File: config.mk
export PLATFORM = sky130hd
export DESIGN_NAME = pie_decoder_flat
export DESIGN_NICKNAME = d
export VERILOG_FILES = /design/src/rtl/pie_pkg.sv /design/src/rtl/pie_decoder_if.sv /design/src/rtl/pie_edge_sync.sv /design/src/rtl/pie_decoder.sv /design/src/flat_wrapper.sv
export SDC_FILE = /design/constraint.sdc
export NUM_CORES = 1
export LEC_CHECK = 0
export ABC_AREA = 1
export ABC_CLOCK_PERIOD_IN_PS = 2760
export CELL_PAD_IN_SITES_DETAIL_PLACEMENT = 1
export CELL_PAD_IN_SITES_GLOBAL_PLACEMENT = 2
export CORE_MARGIN = 2
export CORE_UTILIZATION = 35
export CTS_BUF_LIST = sky130_fd_sc_hd__clkbuf_4 sky130_fd_sc_hd__clkbuf_8
export CTS_CLUSTER_DIAMETER = 40
export DETAILED_ROUTE_END_ITERATION = 16
export PLACE_DENSITY = 0.9
export SKIP_LAST_GASP = 1
export SYNTH_ARGS = -nofsm -noshare
export SYNTH_HDL_FRONTEND = slang
export SYNTH_HIERARCHICAL = 1
export SYNTH_SLANG_ARGS = --single-unit
export TNS_END_PERCENT = 5
File: constraint.sdc
create_clock -name clk -period 2.76 [get_ports clk]
set_clock_uncertainty 0.15 [all_clocks]
set_input_delay 0.552 -clock clk [delete_from_list [all_inputs] [get_ports clk]]
set_output_delay 0.552 -clock clk [all_outputs]
set_load 0.03 [all_outputs]
File: src/rtl/pie_pkg.sv
// Shared definitions for the PIE decoder and its companion encoder.
// - state_t     : decoder FSM state encoding
// - CNT_W_DEF   : default width of every length counter
// - *_DEF       : default PIE timings in clk cycles (delimiter, data-0,
//                 data-1, RTcal, TRcal, low pulse width)
package pie_pkg;

    localparam int CNT_W_DEF = 13;

    localparam int DELIM_DEF = 312;
    localparam int TARI_DEF  = 500;
    localparam int DATA1_DEF = 875;
    localparam int RTCAL_DEF = 1375;
    localparam int TRCAL_DEF = 4000;
    localparam int PW_DEF    = 250;

    typedef enum logic [2:0] {
        IDLE        = 3'd0,
        DELIM       = 3'd1,
        TARI        = 3'd2,
        RTCAL       = 3'd3,
        CAL_OR_DATA = 3'd4,
        DATA        = 3'd5
    } state_t;

endpackage

File: src/rtl/pie_decoder_if.sv
// Bundle of the PIE decoder line input and its decoded outputs.
// - in_pie                               : raw PIE line (high = carrier)
// - out_dat/out_vld                      : decoded bit and its strobe
// - frame_start/frame_end/err            : one-cycle frame event pulses
// - tari_len/rtcal_len/trcal_len         : captured calibration lengths
// - trcal_vld                            : current frame carried TRcal
// master = decoder side, slave = line driver / consumer side.
interface pie_decoder_if #(
    parameter int CNT_W = 13
);
    logic             in_pie;
    logic             out_dat;
    logic             out_vld;
    logic             frame_start;
    logic             frame_end;
    logic             err;
    logic [CNT_W-1:0] tari_len;
    logic [CNT_W-1:0] rtcal_len;
    logic [CNT_W-1:0] trcal_len;
    logic             trcal_vld;

    modport master (
        input  in_pie,
        output out_dat, out_vld, frame_start, frame_end, err,
        output tari_len, rtcal_len, trcal_len, trcal_vld
    );

    modport slave (
        output in_pie,
        input  out_dat, out_vld, frame_start, frame_end, err,
        input  tari_len, rtcal_len, trcal_len, trcal_vld
    );
endinterface

File: src/rtl/pie_edge_sync.sv
// Two-flop synchronizer for the asynchronous PIE line followed by an edge
// register. All flops reset to line-low, so a line that is already high when
// reset is released shows up as one rise (ignored by the decoder in IDLE).
// - clk, rst : clock, asynchronous active-high reset
// - din      : asynchronous line
// - lvl      : synchronized line level, aligned with rise/fall
// - rise     : one-cycle pulse on a low-to-high transition
// - fall     : one-cycle pulse on a high-to-low transition
module pie_edge_sync (
    input  logic clk,
    input  logic rst,
    input  logic din,
    output logic lvl,
    output logic rise,
    output logic fall
);
    logic [1:0] sync_reg;
    logic       lvl_reg;
    logic       rise_reg;
    logic       fall_reg;

    always_ff @(posedge clk or posedge rst) begin
        if (rst) begin
            sync_reg <= 2'b00;
            lvl_reg  <= 1'b0;
            rise_reg <= 1'b0;
            fall_reg <= 1'b0;
        end else begin
            sync_reg <= {sync_reg[0], din};
            lvl_reg  <= sync_reg[1];
            rise_reg <= sync_reg[1] & ~lvl_reg;
            fall_reg <= ~sync_reg[1] & lvl_reg;
        end
    end

    assign lvl  = lvl_reg;
    assign rise = rise_reg;
    assign fall = fall_reg;
endmodule

File: src/rtl/pie_decoder.sv
// PIE decoder: measures rise-to-rise symbol lengths, recovers the frame
// calibration (data-0, RTcal, optional TRcal) and slices data symbols
// against RTcal/2.
// - clk, rst : clock, asynchronous active-high reset
// - bus      : line input and all decoded outputs (pie_decoder_if.master)
module pie_decoder
    import pie_pkg::*;
#(
    parameter int CNT_W       = CNT_W_DEF,
    parameter int DELIM_MIN   = 280,
    parameter int DELIM_MAX   = 1000,
    parameter int IDLE_CYCLES = 6000
) (
    input  logic          clk,
    input  logic          rst,
    pie_decoder_if.master bus
);
    localparam logic [CNT_W-1:0] CNT_ONE  = CNT_W'(1);
    localparam logic [CNT_W-1:0] CNT_SAT  = {CNT_W{1'b1}};
    localparam logic [CNT_W-1:0] DMIN     = CNT_W'(DELIM_MIN);
    localparam logic [CNT_W-1:0] DMAX     = CNT_W'(DELIM_MAX);
    localparam logic [CNT_W-1:0] IDLE_LIM = CNT_W'(IDLE_CYCLES);

    logic line_lvl, rise, fall;

    pie_edge_sync u_edge_sync (
        .clk  (clk),
        .rst  (rst),
        .din  (bus.in_pie),
        .lvl  (line_lvl),
        .rise (rise),
        .fall (fall)
    );

    state_t           state_reg, state_next;
    // cnt_reg: duration of the current line level; sym_reg: cycles since
    // the last rise, i.e. the full symbol length (high plus low portion).
    logic [CNT_W-1:0] cnt_reg, sym_reg;
    logic [CNT_W-1:0] tari_reg, tari_next;
    logic [CNT_W-1:0] rtcal_reg, rtcal_next;
    logic [CNT_W-1:0] trcal_reg, trcal_next;
    logic             trcal_vld_reg, trcal_vld_next;
    logic             bits_seen_reg, bits_seen_next;
    logic             dat_reg, dat_next;
    logic             vld_reg, vld_next;
    logic             start_reg, start_next;
    logic             end_reg, end_next;
    logic             err_reg, err_next;

    logic             low_delim, high_timeout, in_frame, do_slice;
    logic [CNT_W-1:0] pivot;

    always_ff @(posedge clk or posedge rst) begin
        if (rst) begin
            state_reg     <= IDLE;
            cnt_reg       <= '0;
            sym_reg       <= '0;
            tari_reg      <= '0;
            rtcal_reg     <= '0;
            trcal_reg     <= '0;
            trcal_vld_reg <= 1'b0;
            bits_seen_reg <= 1'b0;
            dat_reg       <= 1'b0;
            vld_reg       <= 1'b0;
            start_reg     <= 1'b0;
            end_reg       <= 1'b0;
            err_reg       <= 1'b0;
        end else begin
            state_reg <= state_next;

            if (rise || fall)
                cnt_reg <= CNT_ONE;
            else if (cnt_reg != CNT_SAT)
                cnt_reg <= cnt_reg + CNT_ONE;

            if (rise)
                sym_reg <= CNT_ONE;
            else if (sym_reg != CNT_SAT)
                sym_reg <= sym_reg + CNT_ONE;

            tari_reg      <= tari_next;
            rtcal_reg     <= rtcal_next;
            trcal_reg     <= trcal_next;
            trcal_vld_reg <= trcal_vld_next;
            bits_seen_reg <= bits_seen_next;
            dat_reg       <= dat_next;
            vld_reg       <= vld_next;
            start_reg     <= start_next;
            end_reg       <= end_next;
            err_reg       <= err_next;
        end
    end

    always_comb begin
        state_next     = state_reg;
        tari_next      = tari_reg;
        rtcal_next     = rtcal_reg;
        trcal_next     = trcal_reg;
        trcal_vld_next = trcal_vld_reg;
        bits_seen_next = bits_seen_reg;
        dat_next       = 1'b0;
        vld_next       = 1'b0;
        start_next     = 1'b0;
        end_next       = 1'b0;
        err_next       = 1'b0;
        do_slice       = 1'b0;

        pivot        = rtcal_reg >> 1;
        // A rise always takes precedence: low_delim cannot coincide with a
        // rise (line is high then) and high_timeout excludes it explicitly.
        low_delim    = !line_lvl && !fall && (cnt_reg == DMIN);
        high_timeout = line_lvl && !rise && (cnt_reg == IDLE_LIM);
        in_frame     = state_reg inside {TARI, RTCAL, CAL_OR_DATA, DATA};

        case (state_reg)
            IDLE: begin
                if (fall)
                    state_next = DELIM;
            end
            DELIM: begin
                if (cnt_reg > DMAX) begin
                    state_next = IDLE;
                end else if (rise) begin
                    if (cnt_reg >= DMIN) begin
                        state_next     = TARI;
                        trcal_vld_next = 1'b0;
                    end else begin
                        state_next = IDLE;
                    end
                end
            end
            TARI: begin
                if (rise) begin
                    tari_next  = sym_reg;
                    state_next = RTCAL;
                end
            end
            RTCAL: begin
                if (rise) begin
                    if (sym_reg <= tari_reg) begin
                        err_next   = 1'b1;
                        state_next = IDLE;
                    end else begin
                        rtcal_next     = sym_reg;
                        start_next     = 1'b1;
                        bits_seen_next = 1'b0;
                        state_next     = CAL_OR_DATA;
                    end
                end
            end
            CAL_OR_DATA: begin
                if (rise) begin
                    if (sym_reg > rtcal_reg) begin
                        trcal_next     = sym_reg;
                        trcal_vld_next = 1'b1;
                        state_next     = DATA;
                    end else begin
                        do_slice = 1'b1;
                    end
                end
            end
            DATA: begin
                if (rise)
                    do_slice = 1'b1;
            end
            default: state_next = IDLE;
        endcase

        if (do_slice) begin
            if (sym_reg >= rtcal_reg) begin
                err_next   = 1'b1;
                state_next = IDLE;
            end else begin
                vld_next       = 1'b1;
                dat_next       = (sym_reg > pivot);
                bits_seen_next = 1'b1;
                state_next     = DATA;
            end
        end

        // Frame aborts: a long low is a fresh delimiter (cnt keeps running
        // into DELIM); a long high ends the frame.
        if (in_frame && low_delim) begin
            err_next   = 1'b1;
            state_next = DELIM;
        end else if (in_frame && high_timeout) begin
            state_next = IDLE;
            if ((state_reg == DATA) && bits_seen_reg)
                end_next = 1'b1;
            else
                err_next = 1'b1;
        end
    end

    assign bus.out_dat     = dat_reg;
    assign bus.out_vld     = vld_reg;
    assign bus.frame_start = start_reg;
    assign bus.frame_end   = end_reg;
    assign bus.err         = err_reg;
    assign bus.tari_len    = tari_reg;
    assign bus.rtcal_len   = rtcal_reg;
    assign bus.trcal_len   = trcal_reg;
    assign bus.trcal_vld   = trcal_vld_reg;
endmodule
File: src/flat_wrapper.sv
// flat-port wrapper written by rule: the top's interface ports become plain ports
module pie_decoder_flat import pie_pkg::*;
#(
    parameter int CNT_W       = CNT_W_DEF,
    parameter int DELIM_MIN   = 280,
    parameter int DELIM_MAX   = 1000,
    parameter int IDLE_CYCLES = 6000
)
  (clk, rst, bus_in_pie, bus_out_dat, bus_out_vld, bus_frame_start, bus_frame_end, bus_err, bus_tari_len, bus_rtcal_len, bus_trcal_len, bus_trcal_vld);
  pie_decoder_if #(.CNT_W(CNT_W)) bus_i ();
  input  logic clk;
  input  logic rst;
  input wire logic [$bits(bus_i.in_pie)-1:0] bus_in_pie;
  output wire logic [$bits(bus_i.out_dat)-1:0] bus_out_dat;
  output wire logic [$bits(bus_i.out_vld)-1:0] bus_out_vld;
  output wire logic [$bits(bus_i.frame_start)-1:0] bus_frame_start;
  output wire logic [$bits(bus_i.frame_end)-1:0] bus_frame_end;
  output wire logic [$bits(bus_i.err)-1:0] bus_err;
  output wire logic [$bits(bus_i.tari_len)-1:0] bus_tari_len;
  output wire logic [$bits(bus_i.rtcal_len)-1:0] bus_rtcal_len;
  output wire logic [$bits(bus_i.trcal_len)-1:0] bus_trcal_len;
  output wire logic [$bits(bus_i.trcal_vld)-1:0] bus_trcal_vld;
  assign bus_i.in_pie = bus_in_pie;
  assign bus_out_dat = bus_i.out_dat;
  assign bus_out_vld = bus_i.out_vld;
  assign bus_frame_start = bus_i.frame_start;
  assign bus_frame_end = bus_i.frame_end;
  assign bus_err = bus_i.err;
  assign bus_tari_len = bus_i.tari_len;
  assign bus_rtcal_len = bus_i.rtcal_len;
  assign bus_trcal_len = bus_i.trcal_len;
  assign bus_trcal_vld = bus_i.trcal_vld;
  pie_decoder #(.CNT_W(CNT_W), .DELIM_MIN(DELIM_MIN), .DELIM_MAX(DELIM_MAX), .IDLE_CYCLES(IDLE_CYCLES)) u_core (.clk(clk), .rst(rst), .bus(bus_i));
endmodule
==> reports/qor.yml, run 1 <==
power:
  ir_drop_mv: 0.212
  p_leak_uw: 0.00253
  p_per_area_mw_per_mm2: 521
detailed_routing:
  drt-initial-drc-count: 221
  routedWlPerCell_um: 17.1
  drt_wl_total_um: 13900
  drc_errors: 0
  vias: 4147
  route.antenna.remaining_nets: 0
  first_pass_iters: 4
  vias_per_cell: 5.11
setup_path:
  r2r_cells: 9
  slowest_stage: "dfrtp_1"
  cp_max_fo: 27
  crit_path_end_kind: "flop"
  crit_top_cell: "inv_1"
  slowest_delay_ps: 380
  startpoint_type: "flop"
  worstPathCellList: "inv_1 > ha_1 > inv_1 > nor4_1 > nand4_1 > nand3_2 > buf_4 > inv_1 > o21ai_0"
  required_ps: 2910
  cp.arrival_ps: 2500
  critPathKind: "flop to flop"
finish:
  syn_to_final_growth_pct: 19.8
  nets: 675
  final_cells: 812
  antenna_cells: 0
  drive_above_1_share: 0.0865
cts:
  clock_sinks: 80
  clock_path_buffers: 2
  cts_buffers: 9
  post-cts-setup-buffers: 0
  clk_pin_slew_worst_paths_ps: 90
  tritoncts: "yes"
  cts_hold_buf: 0
  htreeDepth: 3
  ctsResizeCount: 0
  clock_latency_ps: 380
  root_buffer: "clkbuf_8"
sta:
  setup_viol: 0
  hold_viol: 0
  rsz0062_at_grt: "false"
  tns_ps: 0
  slew_headroom: 0.661
  worst_slew_pin_slew_ps: 505
  timing.final.crit_share: 0.854
  clock.fmax_ghz: 0.424
  min_period_ps: 2360
  maxSlewViolCount: 0
synthesis:
  syn_area_per_cell_um2: 8.13
  synth_most_common_cell: "nand2_1"
  synth_top_area_cell: "dfrtp_1"
  postSynthCellCount: 571
  yosysSeqAreaShare: 0.431
  synth-seq-cells: 80
  synth_cell_type_count: 34
  synth_nets: 615
  synthFlopType: "dfrtp_1"
  netlist_area_mm2: 0.00464
  synth_area_leaders: "dfrtp_1 43%, ha_1 11%, nand2_1 10%, inv_1 6.6%, o21ai_0 4.3%"
  yosys_warnings: 6
  synth_top_area_frac: 0.431
  synthArstFlopShare: 1.00
  synth_common_cells: "124 x nand2_1, 81 x inv_1, 80 x dfrtp_1"
  synth-edff-count: 0
floorplan:
  io_pins: 48
  die_y_um: 119
  num_rows: 42
  start_util: 0.355
  core_mm2: 0.0131
  die_w_um: 119
  die_area_mm2: 0.0142
global_routing:
  grt_max_degree: 32
  first_global_vias: 4425
  grtUsageTotal: 0.207
  grt_pass1_wl_um: 22800
  grt_overflow: 0
  antenna_found_initial: 0
min_path:
  min_path_cells: 0
  hold_path.class: "flop to flop"
place:
  place_inst: 796
  io_buffer_count: 47
  gp_congestion: 0.875
  dpl.hpwl_um: 10600
status:
  status: "finished, final reports clean"
flow_run:
  maxCapViolations: 0
-- cells by family after synthesis --
| kind of cell | share of synthesized area |
|---|---|
| flip-flops | 0.431 |
| XOR/XNOR | 0.00755 |
| AND/OR/NAND/NOR | 0.240 |
| buffers and inverters | 0.0825 |
| AO/OA/AOI/OAI | 0.128 |
| adder cells (fa/ha/maj) | 0.111 |
-- area by class of cell --
cell class | count | area (um^2)
Timing Repair Buffer | 57 | 558
Tap cell | 176 | 220
Multi-Input combinational cell | 394 | 2250
Sequential cell | 80 | 2000
Inverter | 89 | 334
Clock buffer | 12 | 165
Fill cell | 1607 | 7520
Clock inverter | 4 | 26.3
-- worst max-delay path: cells and delay by family (launching register included) --
family / cells / cell delay (ps)
AO/OA/AOI/OAI: 1 / 140
adder cells (fa/ha/maj): 1 / 330
buffers and inverters: 4 / 620
flip-flops: 1 / 380
AND/OR/NAND/NOR: 3 / 640
-- per-stage QoR --
stage | hold slack, ps | instance area (um^2) | utilization | total power [uW] | setup WS (ps)
2_1_floorplan | 181 | 4640 | - | 1820 | 148
3_3_place_gp | 184 | 5370 | 0.410 | 2020 | 501
3_5_place_dp | 196 | 5370 | 0.410 | 2060 | 425
4_1_cts | 221 | 5560 | 0.425 | 2940 | 395
5_1_grt | 228 | 5560 | 0.425 | 3090 | 205
6_report | 224 | 5560 | 0.425 | 2900 | 404
-- power by group --
| part | leakage (uW) | internal, uW | switching [uW] |
|---|---|---|---|
| registers | 0.00109 | 1220 | 72.9 |
| clock network | 0.0000988 | 401 | 458 |
| logic | 0.00134 | 252 | 496 |
| total | 0.00253 | 1870 | 1030 |
-- worst paths after layout --
check / startpoint / end / slack, ps
max in group asynchronous: rst / u_core/bus.tari_len[5] / 1530
min in group asynchronous: rst / u_core/bus.rtcal_len[1] / 270
worst max-delay path: u_core/sym_reg[0] / u_core/bits_seen_reg / 400
worst max register to register: u_core/sym_reg[0] / u_core/bits_seen_reg / 400
worst min register to register: u_core/u_edge_sync/sync_reg[0] / u_core/u_edge_sync/sync_reg[1] / 220
worst min-delay path: u_core/u_edge_sync/sync_reg[0] / u_core/u_edge_sync/sync_reg[1] / 220
-- metal layers --
metal,vias up,track usage,part of all wire
met5,-,0,0
met4,0,0.0766,0.016
met3,13,0.0263,0.036
met2,68,0.333,0.47
met1,2064,0.285,0.48
li1,2002,-,-
-- placed cells by master, fill, tap and decap left out, drive strengths merged --
cell type	count
nand2	124
a21oi	34
inv	89
clkinvlp	1
and3	1
o21a	1
a211oi	3
ha	41
o21ai	69
o31ai	2
clkdlybuf4s50	47
dfrtp	80
clkbuf	12
nor4	4
nor2	43
nor3	18
a31oi	2
nand3b	3
nand3	32
o211ai	1
o21bai	1
buf	10
or2	1
clkinv	3
nand4	10
xor2	4
(Power assumes the default switching activity.)
==> inputs of run 2 (changes only) <==
GPL_TIMING_DRIVEN = 0   (was not set)
==> run 2 against run 1 <==
Net effect: power is 1.0% lower; global-route usage fell by 0.051 points; combinational power barely moved; via count down 0.24%; die area unchanged; hold slack got worse by 6.8 ps; non-clock buffer count is 1 lower; cell area down 0.36%; routed wire length fell by 2.2%; critical path depth rose by 2; clock-buffer cell count shrank 1.
==> reports/qor.yml, run 2 (synthesized netlist as in run 1, its figures left out) <==
status:
  status: "finished, final reports clean"
detailed_routing:
  drt-initial-drc-count: 216
  vias: 4137
  routedWlPerCell_um: 16.8
  vias_per_cell: 5.11
  first_pass_iters: 4
  route.antenna.remaining_nets: 0
  drt_wl_total_um: 13600
  drc_errors: 0
floorplan:
  die_w_um: 119
  io_pins: 48
  core_mm2: 0.0131
  die_y_um: 119
  die_area_mm2: 0.0142
  start_util: 0.355
  num_rows: 42
setup_path:
  crit_cells: 11
  path_delay_family: "simple AND/OR/NAND/NOR gates"
  worstPathCellList: "ha_1 > nand2_1 > nor2_1 > nand2_1 > clkinv_1 > nand2_1 > nand2_1 > nand3_2 > buf_2 > nand2_1 > o21ai_1"
  critPathKind: "flop to flop"
  crit_start: "u_core/sym_reg[12]"
  rrSetupSlack_ps: 300
  cp.arrival_ps: 2560
  slowest_stage: "dfrtp_1"
  startpoint_type: "flop"
  required_ps: 2860
  cp_max_fo: 10
  critPathCapture: "u_core/bus.trcal_len[0]"
  r2r-end: "u_core/bus.trcal_len[0]"
  critPathBufInv: 2
  slowest_delay_ps: 500
  r2r_cells: 11
  crit_top_cell: "nand2_1"
  timing.rr.start: "u_core/sym_reg[12]"
  crit_path_end_kind: "flop"
global_routing:
  grtUsageTotal: 0.206
  grt_pass1_wl_um: 22700
  antenna_found_initial: 0
  grt_max_degree: 51
  grt_overflow: 0
  first_global_vias: 4331
finish:
  fillers: 1580
  final_util: 0.423
  final_cell_mix: "124 x nand2_1, 80 x inv_1, 80 x dfrtp_1, 47 x clkdlybuf4s50_1, 41 x ha_1"
  syn_to_final_growth_pct: 19.4
  nets: 674
  antenna_cells: 0
  final_common_cell: "nand2_1"
  drive_above_1_share: 0.0789
sta:
  setup_viol: 0
  worst_slew_pin_slew_ps: 596
  rsz0062_at_grt: "false"
  tns_ps: 0
  min_period_ps: 2460
  hold_viol: 0
  slew_headroom: 0.603
  clock.fmax_ghz: 0.406
  maxSlewViolCount: 0
  timing.final.crit_share: 0.892
power:
  intPower_uw: 1840
  p_leak_uw: 0.00251
  swShare: 0.358
  ir_drop_mv: 0.225
  share_comb_of_total_power: 0.260
  switchingPower_uw: 1030
  pwr-share-clk: 0.287
  p_per_area_mw_per_mm2: 518
  pwr-share-seq: 0.453
place:
  io_buffer_count: 47
  gp_congestion: 0.869
  dpl.hpwl_um: 10200
cts:
  cts_buffers: 9
  post-cts-setup-buffers: 0
  cts_hold_buf: 0
  clock_sinks: 80
  clock_path_buffers: 2
  root_buffer: "clkbuf_8"
  htreeDepth: 3
  tritoncts: "yes"
  clock_latency_ps: 370
  clk_pin_slew_worst_paths_ps: 80
  ctsResizeCount: 0
min_path:
  hold_path.class: "flop to flop"
flow_run:
  maxCapViolations: 0
==> run 2: cell types whose count changed in the layout (fill, tap and decap cells not counted), sizes merged <==
cell and change:
buf -4, clkbuf +2, clkinv -1, clkinvlp +1
==> run 2: per-stage QoR <==
stage               hold WS, ps  instances  worst slack [ps]  total power, uW  area (um^2)
floorplan                   181        571               148             1820         4640
global placement            186        794             -1220             2010         5330
detailed placement          202        795               298             2060         5360
CTS                         222        810               280             2900         5540
global route                231        810              83.9             3070         5540
finish                      217        810               299             2870         5540
==> run 2: how the worst min path moves through the flow <==
stage	startpoint	slack [ps]	cells after the start	endpoint
2_1_floorplan	rst	180	1	u_core/u_edge_sync/fall
3_3_place_gp	u_core/u_edge_sync/sync_reg[0]	190	0	u_core/u_edge_sync/sync_reg[1]
3_5_place_dp	u_core/u_edge_sync/sync_reg[0]	200	0	u_core/u_edge_sync/sync_reg[1]
4_1_cts	u_core/u_edge_sync/sync_reg[0]	220	0	u_core/u_edge_sync/sync_reg[1]
5_1_grt	u_core/u_edge_sync/sync_reg[0]	230	0	u_core/u_edge_sync/sync_reg[1]
6_report	u_core/u_edge_sync/sync_reg[0]	220	0	u_core/u_edge_sync/sync_reg[1]
==> run 2: power groups by stage <==
stage / registers, uW / clock network, uW / logic, uW
after floorplan: 1290 / 0 / 535
after global placement: 1320 / 0 / 695
after detailed placement: 1320 / 0 / 737
after global routing: 1310 / 900 / 862
final: 1300 / 822 / 746
after CTS: 1300 / 858 / 744
==> run 2: area by class of cell <==
cell class | instances | area [um^2] | share of cell area
Buffer | 8 | 48.8 | 0.00881
Clock buffer | 11 | 151 | 0.0273
Clock inverter | 4 | 28.8 | 0.00519
Inverter | 89 | 337 | 0.0607
Multi-Input combinational cell | 394 | 2250 | 0.407
Sequential cell | 80 | 2000 | 0.361
Tap cell | 176 | 220 | 0.0397
Timing Repair Buffer | 48 | 498 | 0.0899
==> run 2: routing by layer <==
metal	track usage	wire length [um]
met1	0.295	6740
met2	0.321	6160
met3	0.0235	422
met4	0.0759	244
met5	0	0
==> inputs of run 3 (changes only) <==
CORE_MARGIN = not set   (was 2)
==> run 3 against run 2 <==
Net effect: routed wire length barely moved; flip-flop and latch count did not move; first-iteration DRC count fell by 5.1%; clock power rose by 13%; cell count fell by 0.37%; core utilization rose by 1.2 points; critical path depth did not move; cell area rose by 0.36%; setup slack improved by 19 ps; sequential share of layout area fell by 0.13 points; sequential power barely moved.
==> reports/qor.yml, run 3 (synthesized netlist as in run 1, its figures left out) <==
power:
  swShare: 0.354
  p_leak_uw: 0.00252
  power.total_uw: 2960
  share_comb_of_total_power: 0.249
  pwr-share-seq: 0.438
  intPower_uw: 1910
  p_per_area_mw_per_mm2: 533
  pwr-share-clk: 0.313
  switchingPower_uw: 1050
  ir_drop_mv: 0.281
place:
  dpl.hpwl_um: 10400
  io_buffer_count: 47
  gp_congestion: 0.858
setup_path:
  crit_start: "u_core/sym_reg[12]"
  critPathKind: "flop to flop"
  critPathBufInv: 2
  slowest_delay_ps: 510
  timing.rr.start: "u_core/sym_reg[12]"
  crit_top_cell: "nand2_1"
  rrSetupSlack_ps: 320
  path_delay_family: "simple AND/OR/NAND/NOR gates"
  required_ps: 2870
  startpoint_type: "flop"
  slowest_stage: "dfrtp_1"
  worstPathCellList: "ha_1 > nand2_1 > nor2_1 > nand2_1 > clkinv_1 > nand2_1 > nand2_1 > nand3_2 > buf_2 > nand2_1 > o21ai_1"
  cp.arrival_ps: 2550
  crit_path_end_kind: "flop"
  cp_max_fo: 10
flow_run:
  maxCapViolations: 0
detailed_routing:
  drt-initial-drc-count: 205
  drc_errors: 0
  first_pass_iters: 4
  vias: 4087
  vias_per_cell: 5.06
  route.antenna.remaining_nets: 0
  drt_wl_total_um: 13600
  routedWlPerCell_um: 16.8
cts:
  post-cts-setup-buffers: 0
  tritoncts: "yes"
  cts_buffers: 9
  clock_latency_ps: 370
  clock_path_buffers: 2
  clk_pin_slew_worst_paths_ps: 90
  ctsResizeCount: 0
  htreeDepth: 3
  cts_hold_buf: 0
  clock_sinks: 80
  root_buffer: "clkbuf_8"
floorplan:
  die_w_um: 117
  core_mm2: 0.0128
  die_area_mm2: 0.0137
  io_pins: 48
  start_util: 0.363
  die_y_um: 117
  num_rows: 41
global_routing:
  grt_pass1_wl_um: 22600
  grt_overflow: 0
  grt_max_degree: 52
  grtUsageTotal: 0.223
  antenna_found_initial: 0
  first_global_vias: 4243
finish:
  final_common_cell: "nand2_1"
  final_cell_mix: "124 x nand2_1, 80 x inv_1, 80 x dfrtp_1, 47 x clkdlybuf4s50_1, 41 x ha_1"
  drive_above_1_share: 0.0803
  nets: 674
  antenna_cells: 0
  syn_to_final_growth_pct: 19.8
sta:
  worst_slew_pin_slew_ps: 599
  rsz0062_at_grt: "false"
  timing.hold.ws_ps: 214
  slew_headroom: 0.601
  timing.final.crit_share: 0.885
  setup_viol: 0
  min_period_ps: 2440
  hold_viol: 0
  maxSlewViolCount: 0
  clock.fmax_ghz: 0.410
min_path:
  hold_path.class: "flop to flop"
  hold_start: "u_core/u_edge_sync/sync_reg[0]"
status:
  status: "finished, final reports clean"
## run 3: cell types whose count changed in the layout (fill, tap and decap cells not counted), sizes merged
| cell | change |
|---|---|
| clkbuf | -1 |
| bufinv | +1 |
| clkinv | +1 |
## run 3: layer usage
layer	wire length [um]	GRT usage	up-vias
li1	-	-	2010
met3	405	0.0304	15
met2	6160	0.345	70
met1	6760	0.316	1992
met5	0	0	-
met4	244	0.0895	0
## run 3: area by class of cell
class	count	area, um^2
Buffer	8	48.8
Clock buffer	10	138
Clock inverter	6	67.6
Fill cell	1547	7210
Inverter	89	337
Multi-Input combinational cell	394	2250
Sequential cell	80	2000
Tap cell	172	215
Timing Repair Buffer	48	498
## run 3: worst paths after layout
path                                                   to  cells past startpoint
setup / recovery                 u_core/bus.trcal_len[11]                     11
hold / removal             u_core/u_edge_sync/sync_reg[1]                      0
setup reg to reg                 u_core/bus.trcal_len[11]                     11
hold reg to reg            u_core/u_edge_sync/sync_reg[1]                      0
max in group asynchronous        u_core/bus.rtcal_len[10]                      3
min in group asynchronous         u_core/u_edge_sync/fall                      2
## run 3: worst register-to-register path: stages, from the launching register on
cell and delay [ps]:
dfrtp_1 510, ha_1 360, nand2_1 70, nor2_1 210, nand2_1 110, clkinv_1 60, nand2_1 60, nand2_1 100
nand3_2 250, buf_2 300, nand2_1 80, o21ai_1 60
## run 3: power groups by stage
stage	Sequential [uW]	Clock (uW)	Combinational, uW
after floorplan	1290	0	535
after global placement	1320	0	696
after detailed placement	1320	0	735
after CTS	1300	954	737
after global routing	1300	1000	852
final	1300	927	737
## run 3: through the flow
step	cells	area, um^2	setup TNS (ps)	setup slack [ps]	util
after floorplan	571	4640	0	148	-
after global placement	790	5330	-94080	-1260	0.417
after detailed placement	791	5360	0	300	0.419
after CTS	807	5560	0	290	0.435
after global routing	807	5560	0	93.9	0.435
final	807	5560	0	319	0.435
